--- src/rtl/tri_dispatch_ctrl.sv ---
// Triangle dispatch front-end: buffers whole triangles in a FIFO and feeds them to the rasterizer one at a time.
// Optional TRI_STATS_EN adds completed-triangle and WAIT_HI-timeout counters.
module tri_dispatch_ctrl #(
    parameter int COORD_W    = 3,
    parameter int ADDR_W     = 2,
    parameter int HI_TIMEOUT = 8
) (
    input  logic                 clk,
    input  logic                 reset,
    input  logic                 en,
    input  logic                 push,
    input  logic [6*COORD_W-1:0] tri_in,
    output logic                 full,
    output logic [ADDR_W:0]      fifo_cnt,
    output logic                 ovf,
    input  logic                 busy,
    output logic                 nt,
    output logic [COORD_W-1:0]   xo,
    output logic [COORD_W-1:0]   yo,
    output logic                 idle,
    output logic                 done
`ifdef TRI_STATS_EN
    ,
    output logic [15:0]          tri_cnt,
    output logic [7:0]           tmo_cnt
`endif
);

    localparam int TRI_W = 6 * COORD_W;
    localparam int DEPTH = 1 << ADDR_W;
    localparam int TMR_W = (HI_TIMEOUT > 1) ? $clog2(HI_TIMEOUT) : 1;

    typedef enum logic [2:0] {
        S_IDLE,
        S_V1,
        S_V2,
        S_V3,
        S_WAIT_HI,
        S_WAIT_LO
    } state_t;

    state_t             r_state;
    state_t             w_state_nxt;

    logic [TRI_W-1:0]   r_mem [DEPTH];
    logic [ADDR_W-1:0]  r_wr_ptr;
    logic [ADDR_W-1:0]  r_rd_ptr;
    logic [ADDR_W:0]    r_cnt;
    logic               r_ovf;
    logic [TRI_W-1:0]   r_tri;
    logic [TMR_W-1:0]   r_tmr;

    logic               r_nt;
    logic [COORD_W-1:0] r_xo;
    logic [COORD_W-1:0] r_yo;
    logic               r_done;

    logic               w_full;
    logic               w_pop;
    logic               w_push_ok;
    logic               w_timeout;
    logic               w_to_idle;
    logic               w_nt_nxt;
    logic [COORD_W-1:0] w_xo_nxt;
    logic [COORD_W-1:0] w_yo_nxt;

    logic [COORD_W-1:0] w_x1, w_y1, w_x2, w_y2, w_x3, w_y3;

    assign w_x1 = r_tri[6*COORD_W-1 -: COORD_W];
    assign w_y1 = r_tri[5*COORD_W-1 -: COORD_W];
    assign w_x2 = r_tri[4*COORD_W-1 -: COORD_W];
    assign w_y2 = r_tri[3*COORD_W-1 -: COORD_W];
    assign w_x3 = r_tri[2*COORD_W-1 -: COORD_W];
    assign w_y3 = r_tri[COORD_W-1 -: COORD_W];

    assign w_full    = (r_cnt == (ADDR_W+1)'(DEPTH));
    assign w_pop     = (r_state == S_IDLE) && en && (r_cnt != '0) && !busy;
    // A full FIFO still accepts a push when the same edge pops an entry
    assign w_push_ok = push && (!w_full || w_pop);
    assign w_timeout = (r_state == S_WAIT_HI) && !busy && (r_tmr == TMR_W'(HI_TIMEOUT - 1));
    assign w_to_idle = w_timeout || ((r_state == S_WAIT_LO) && !busy);

    // FIFO storage carries no reset; validity is tracked by r_cnt
    always_ff @(posedge clk) begin
        if (w_push_ok) begin
            r_mem[r_wr_ptr] <= tri_in;
        end
    end

    always_ff @(posedge clk or posedge reset) begin
        if (reset) begin
            r_wr_ptr <= '0;
            r_rd_ptr <= '0;
            r_cnt    <= '0;
            r_ovf    <= 1'b0;
            r_tri    <= '0;
        end else begin
            if (w_push_ok) begin
                r_wr_ptr <= r_wr_ptr + ADDR_W'(1);
            end
            if (w_pop) begin
                r_rd_ptr <= r_rd_ptr + ADDR_W'(1);
                r_tri    <= r_mem[r_rd_ptr];
            end
            if (w_push_ok && !w_pop) begin
                r_cnt <= r_cnt + (ADDR_W+1)'(1);
            end else if (w_pop && !w_push_ok) begin
                r_cnt <= r_cnt - (ADDR_W+1)'(1);
            end
            if (push && !w_push_ok) begin
                r_ovf <= 1'b1;
            end
        end
    end

    always_ff @(posedge clk or posedge reset) begin
        if (reset) begin
            r_state <= S_IDLE;
        end else begin
            r_state <= w_state_nxt;
        end
    end

    always_comb begin
        w_state_nxt = r_state;
        case (r_state)
            S_IDLE:    if (w_pop) w_state_nxt = S_V1;
            S_V1:      w_state_nxt = S_V2;
            S_V2:      w_state_nxt = S_V3;
            S_V3:      w_state_nxt = S_WAIT_HI;
            S_WAIT_HI: begin
                if (busy) begin
                    w_state_nxt = S_WAIT_LO;
                end else if (w_timeout) begin
                    w_state_nxt = S_IDLE;
                end
            end
            S_WAIT_LO: if (!busy) w_state_nxt = S_IDLE;
            default:   w_state_nxt = S_IDLE;
        endcase
    end

    // Timer reads zero on the first WAIT_HI cycle because it is held clear elsewhere
    always_ff @(posedge clk or posedge reset) begin
        if (reset) begin
            r_tmr <= '0;
        end else if (r_state == S_WAIT_HI) begin
            r_tmr <= r_tmr + TMR_W'(1);
        end else begin
            r_tmr <= '0;
        end
    end

    always_comb begin
        w_nt_nxt = 1'b0;
        w_xo_nxt = '0;
        w_yo_nxt = '0;
        case (r_state)
            S_V1: begin
                w_nt_nxt = 1'b1;
                w_xo_nxt = w_x1;
                w_yo_nxt = w_y1;
            end
            S_V2: begin
                w_xo_nxt = w_x2;
                w_yo_nxt = w_y2;
            end
            S_V3: begin
                w_xo_nxt = w_x3;
                w_yo_nxt = w_y3;
            end
            default: ;
        endcase
    end

    always_ff @(posedge clk or posedge reset) begin
        if (reset) begin
            r_nt   <= 1'b0;
            r_xo   <= '0;
            r_yo   <= '0;
            r_done <= 1'b0;
        end else begin
            r_nt   <= w_nt_nxt;
            r_xo   <= w_xo_nxt;
            r_yo   <= w_yo_nxt;
            r_done <= w_to_idle;
        end
    end

`ifdef TRI_STATS_EN
    logic [15:0] r_tri_cnt;
    logic [7:0]  r_tmo_cnt;

    always_ff @(posedge clk or posedge reset) begin
        if (reset) begin
            r_tri_cnt <= '0;
            r_tmo_cnt <= '0;
        end else begin
            if (w_to_idle) begin
                r_tri_cnt <= r_tri_cnt + 16'd1;
            end
            if (w_timeout && (r_tmo_cnt != '1)) begin
                r_tmo_cnt <= r_tmo_cnt + 8'd1;
            end
        end
    end

    assign tri_cnt = r_tri_cnt;
    assign tmo_cnt = r_tmo_cnt;
`endif

    assign full     = w_full;
    assign fifo_cnt = r_cnt;
    assign ovf      = r_ovf;
    assign nt       = r_nt;
    assign xo       = r_xo;
    assign yo       = r_yo;
    assign done     = r_done;
    assign idle     = (r_state == S_IDLE) && (r_cnt == '0);

endmodule

--- config.mk ---
export PLATFORM = sky130hd
export DESIGN_NAME = tri_dispatch_ctrl
export DESIGN_NICKNAME = d
export VERILOG_FILES = /design/src/rtl/tri_dispatch_ctrl.sv
export SDC_FILE = /design/constraint.sdc
export NUM_CORES = 1
export LEC_CHECK = 0
export BUFFER_PORTS_ARGS = -buffer_cell sky130_fd_sc_hd__buf_2
export CORE_MARGIN = 5
export CORE_UTILIZATION = 40
export DETAILED_ROUTE_END_ITERATION = 16
export PLACE_DENSITY = 0.56
export SLEW_MARGIN = 0
export SYNTH_ARGS = -nofsm -noshare
export SYNTH_HDL_FRONTEND = slang
export SYNTH_SLANG_ARGS = --single-unit
--- constraint.sdc ---
create_clock -name clk -period 3.3 [get_ports clk]
set_clock_uncertainty 0.2 [all_clocks]
set_input_delay 0.495 -clock clk [delete_from_list [all_inputs] [get_ports clk]]
set_output_delay 0.495 -clock clk [all_outputs]
set_load 0.005 [all_outputs]
==> results by group <==
Run status
  – Outcome: completed

Clocking
  – H-tree depth: 3
  – CTS tree: done
  – CTS Buf Count: 9
  – Clk buf depth: 2
  – Clock transition at path regs: approximately 0.1 ns
  – TritonCTS Sinks: approximately 110
  – Post-CTS Resized: 0
  – Clk Latency, worst-skew pair: between 0.3 and 0.4 ns
  – CTS root buf: clkbuf_8
  – Number of setup buffers added after CTS: 0
  – CTS Hold Bufs: 0

Final layout
  – Final Core Density: between 40% and 50%
  – Share of cells above drive strength 1: 39.93%
  – Final instance count without filler cells: approximately 420
  – Fillers: around 960
  – Synthesis-to-finish area growth: 12.79%
  – N_diodes: 0
  – Nets: ~310

GRT
  – Vias in the first global route: between 2k and 2.5k
  – Initial antenna violation count: 0
  – Gr ovfl total: 0
  – Largest net degree at the start of global routing: 27
  – GRT Overall Usage: between 10% and 20%
  – First-pass GRT wire length: 12300 µm

Power and ir drop
  – Sequential power share: slightly above 50%
  – Psw: 1.276 mW
  – Pwr Density: ~850 nW/µm²
  – Pleak: ~1.9 nW
  – Comb power frac: 30.9%
  – Sw Share: 30.02%
  – Clock power share: between 10% and 20%
  – Internal power: roughly 3.0 mW
  – Design Power: 4.251 mW
  – Worst vdd ir: between 0.0002 and 0.0003 V

Floorplanning
  – Die height: 115.2 µm
  – Die Wd: approximately 120 µm
  – Floorplan core area: ~11000 µm²
  – Initial Util: between 40 and 50%
  – # IOs: 37
  – Die area: around 13000 µm²
  – Core Rows: 38

Timing
  – Worst Tran Pin Value: ~0.97 ns
  – Max-slew violation count: 0
  – RSZ-0062 raised after global routing: no
  – Max frequency: around 0.38 GHz
  – Minimum clock period: between 2 and 3 ns
  – Tcrit/Tclk final: between 70% and 80%
  – Hold Vio Cnt, Final: 0
  – Post-route setup TNS: 0 ns
  – Endpoints failing setup: 0
  – Max_slew headroom: 34.95%

Setup path
  – Worst-path fanout max: 7
  – Crit Path Class: register to register
  – Endpoint type of the worst setup path: register
  – Worst Path Required: 3.36 ns
  – Worst EP arrival: between 2 and 3 ns
  – Critical path launch point type: register

Hold path
  – Hold Path Class: primary input to async pin

Yosys
  – Seq/Total Area, Yosys: a little under three quarters
  – Yosys Warn Count: 0
  – Netlist cell types: 33
  – Net count after synthesis: roughly 260
  – Synth Register Bits: about 110
  – Mapped Area: about 4400 µm²
  – Top cells by area, synth: edfxtp_1 (49%), dfrtp_1 (23%), mux4_2 (9.1%)
  – EDFF count, synth: 72
  – Area leader, netlist: edfxtp_1
  – Avg Cell Area, Syn: 19.18 µm²
  – Post-synth top area share: 48.80%
  – Async S/R FF share, synth: between 30% and 40%
  – Cells after Synth: ~230
  – Synth Flop Type: edfxtp_1

Detailed routing
  – Via density per instance: between 4 and 5
  – DRC: 0
  – Total iterations of the first detailed-routing run: 4
  – DRT iter0 DRCs: 83
  – Via Count: ~2.1k
  – WL per Instance: 18.07 µm
  – Final ANT Viol Nets: 0
  – Total length of routed wires: ~7600 µm

Place
  – Port bufs: 36
  – RD Place Congestion: ~0.74
  – Dpl cells: slightly above 400
  – Hpwl dp: a little under 5000 µm

Job
  – Max-cap violation count: 0
-- worst max-delay path: stages (launching register included) --
cell       delay [ns]
dfrtp_1          0.47
nor3b_1          0.40
a2bb2oi_2        0.41
inv_1            0.09
ha_1             0.21
inv_1            0.08
fa_1             0.40
mux2_2           0.27
-- per-layer routing --
metal / track usage [%] / up-vias / routed length (µm)
li1: - / 974 / -
met1: 16.28 / 1073 / 3489
met2: 20.29 / 31 / 3742
met3: 3.000 / 8 / 279
met4: 5.634 / 0 / 130
met5: 0 / - / 0
-- layout by cell type, fill, tap and decap left out, types with 2 or more instances in the layout --
cell and instances:
nand2_1 2, ha_1 7, mux4_2 18, and3_1 3, clkbuf_1 2, nor2_1 11
inv_1 8, mux2_4 10, xnor2_1 4, edfxtp_1 72, a22oi_1 6, clkinvlp_4 2
clkbuf_8 9, buf_2 36, nor2b_1 4, mux2_2 16, nor2b_2 4, buf_4 8
xor2_1 2, dfrtp_1 40
-- cells in the mapped netlist (2+ instances only) --
library cell and n:
inv_1 8, edfxtp_1 72, and3_1 3, ha_1 7, mux2_4 10, nor2_1 11, xnor2_1 4, xor2_1 2
mux2_2 16, nor2b_1 8, dfrtp_1 40, clkbuf_1 4, a22oi_1 6, buf_2 3, mux4_2 18, nand2_1 2
-- path summary, 6_finish.rpt --
kind	slack, ns	depth (start not counted)	from	endpoint
max reg2reg	0.67	7	fifo_cnt[0]	fifo_cnt[1]
max	0.67	7	fifo_cnt[0]	fifo_cnt[1]
min in group clk	0.14	1	tri_in[14]	r_mem[3][14]
min	0.14	2	reset	ovf
max in group asynchronous	2.08	3	reset	xo[0]
min reg2reg	0.25	1	r_tmr[0]	r_tmr[0]
-- power by group through the flow --
stage	sequential, mW	combinational (mW)	clock (mW)
after floorplan	2.09	1.04	0
after global placement	2.22	1.34	0
after detailed placement	2.23	1.34	0
after CTS	2.20	1.35	0.783
after global routing	2.25	1.45	0.841
final	2.19	1.31	0.749
-- through the flow --
step / hold slack [ns] / worst slack (ns) / area, µm²
floorplan: 0.2071 / 0.8221 / 4431
global placement: 0.2286 / 0.7541 / 4815
detailed placement: 0.2282 / 0.6630 / 4815
CTS: 0.1185 / 0.6444 / 4997
global route: 0.1149 / 0.5376 / 4997
finish: 0.1395 / 0.6691 / 4997
-- kinds of logic after synthesis --
kind of cell    after synthesis  share of synthesized area, %
flops                       112                         71.39
buf+inv                      17                         2.061
mux                          44                         16.61
compound gates               12                         2.231
simple gates                 32                         4.095
fa+ha+maj                     8                         2.429
xor+xnor                      6                         1.186
-- area by class of cell --
class                      instances  area, µm²  share of cell area, %
inverter                           8      30.03                 0.6009
clock buffer                      12      156.4                  3.130
clock inverter                     4      26.28                 0.5258
multi-input combinational        102       1186                  23.74
sequential                       112       3163                  63.29
tap                              140      175.2                  3.505
timing repair buffer              45      260.3                  5.208
-- sequential cells by signal, summed over array words and instances, names as in the netlist --
register / flops
done: 1
fifo_cnt: 3
nt: 1
ovf: 1
r_mem: 72
r_rd_ptr: 2
r_state: 3
r_tmr: 3
r_tri: 18
r_wr_ptr: 2
xo: 3
yo: 3
No activity file was read; power rests on OpenSTA's default activity.
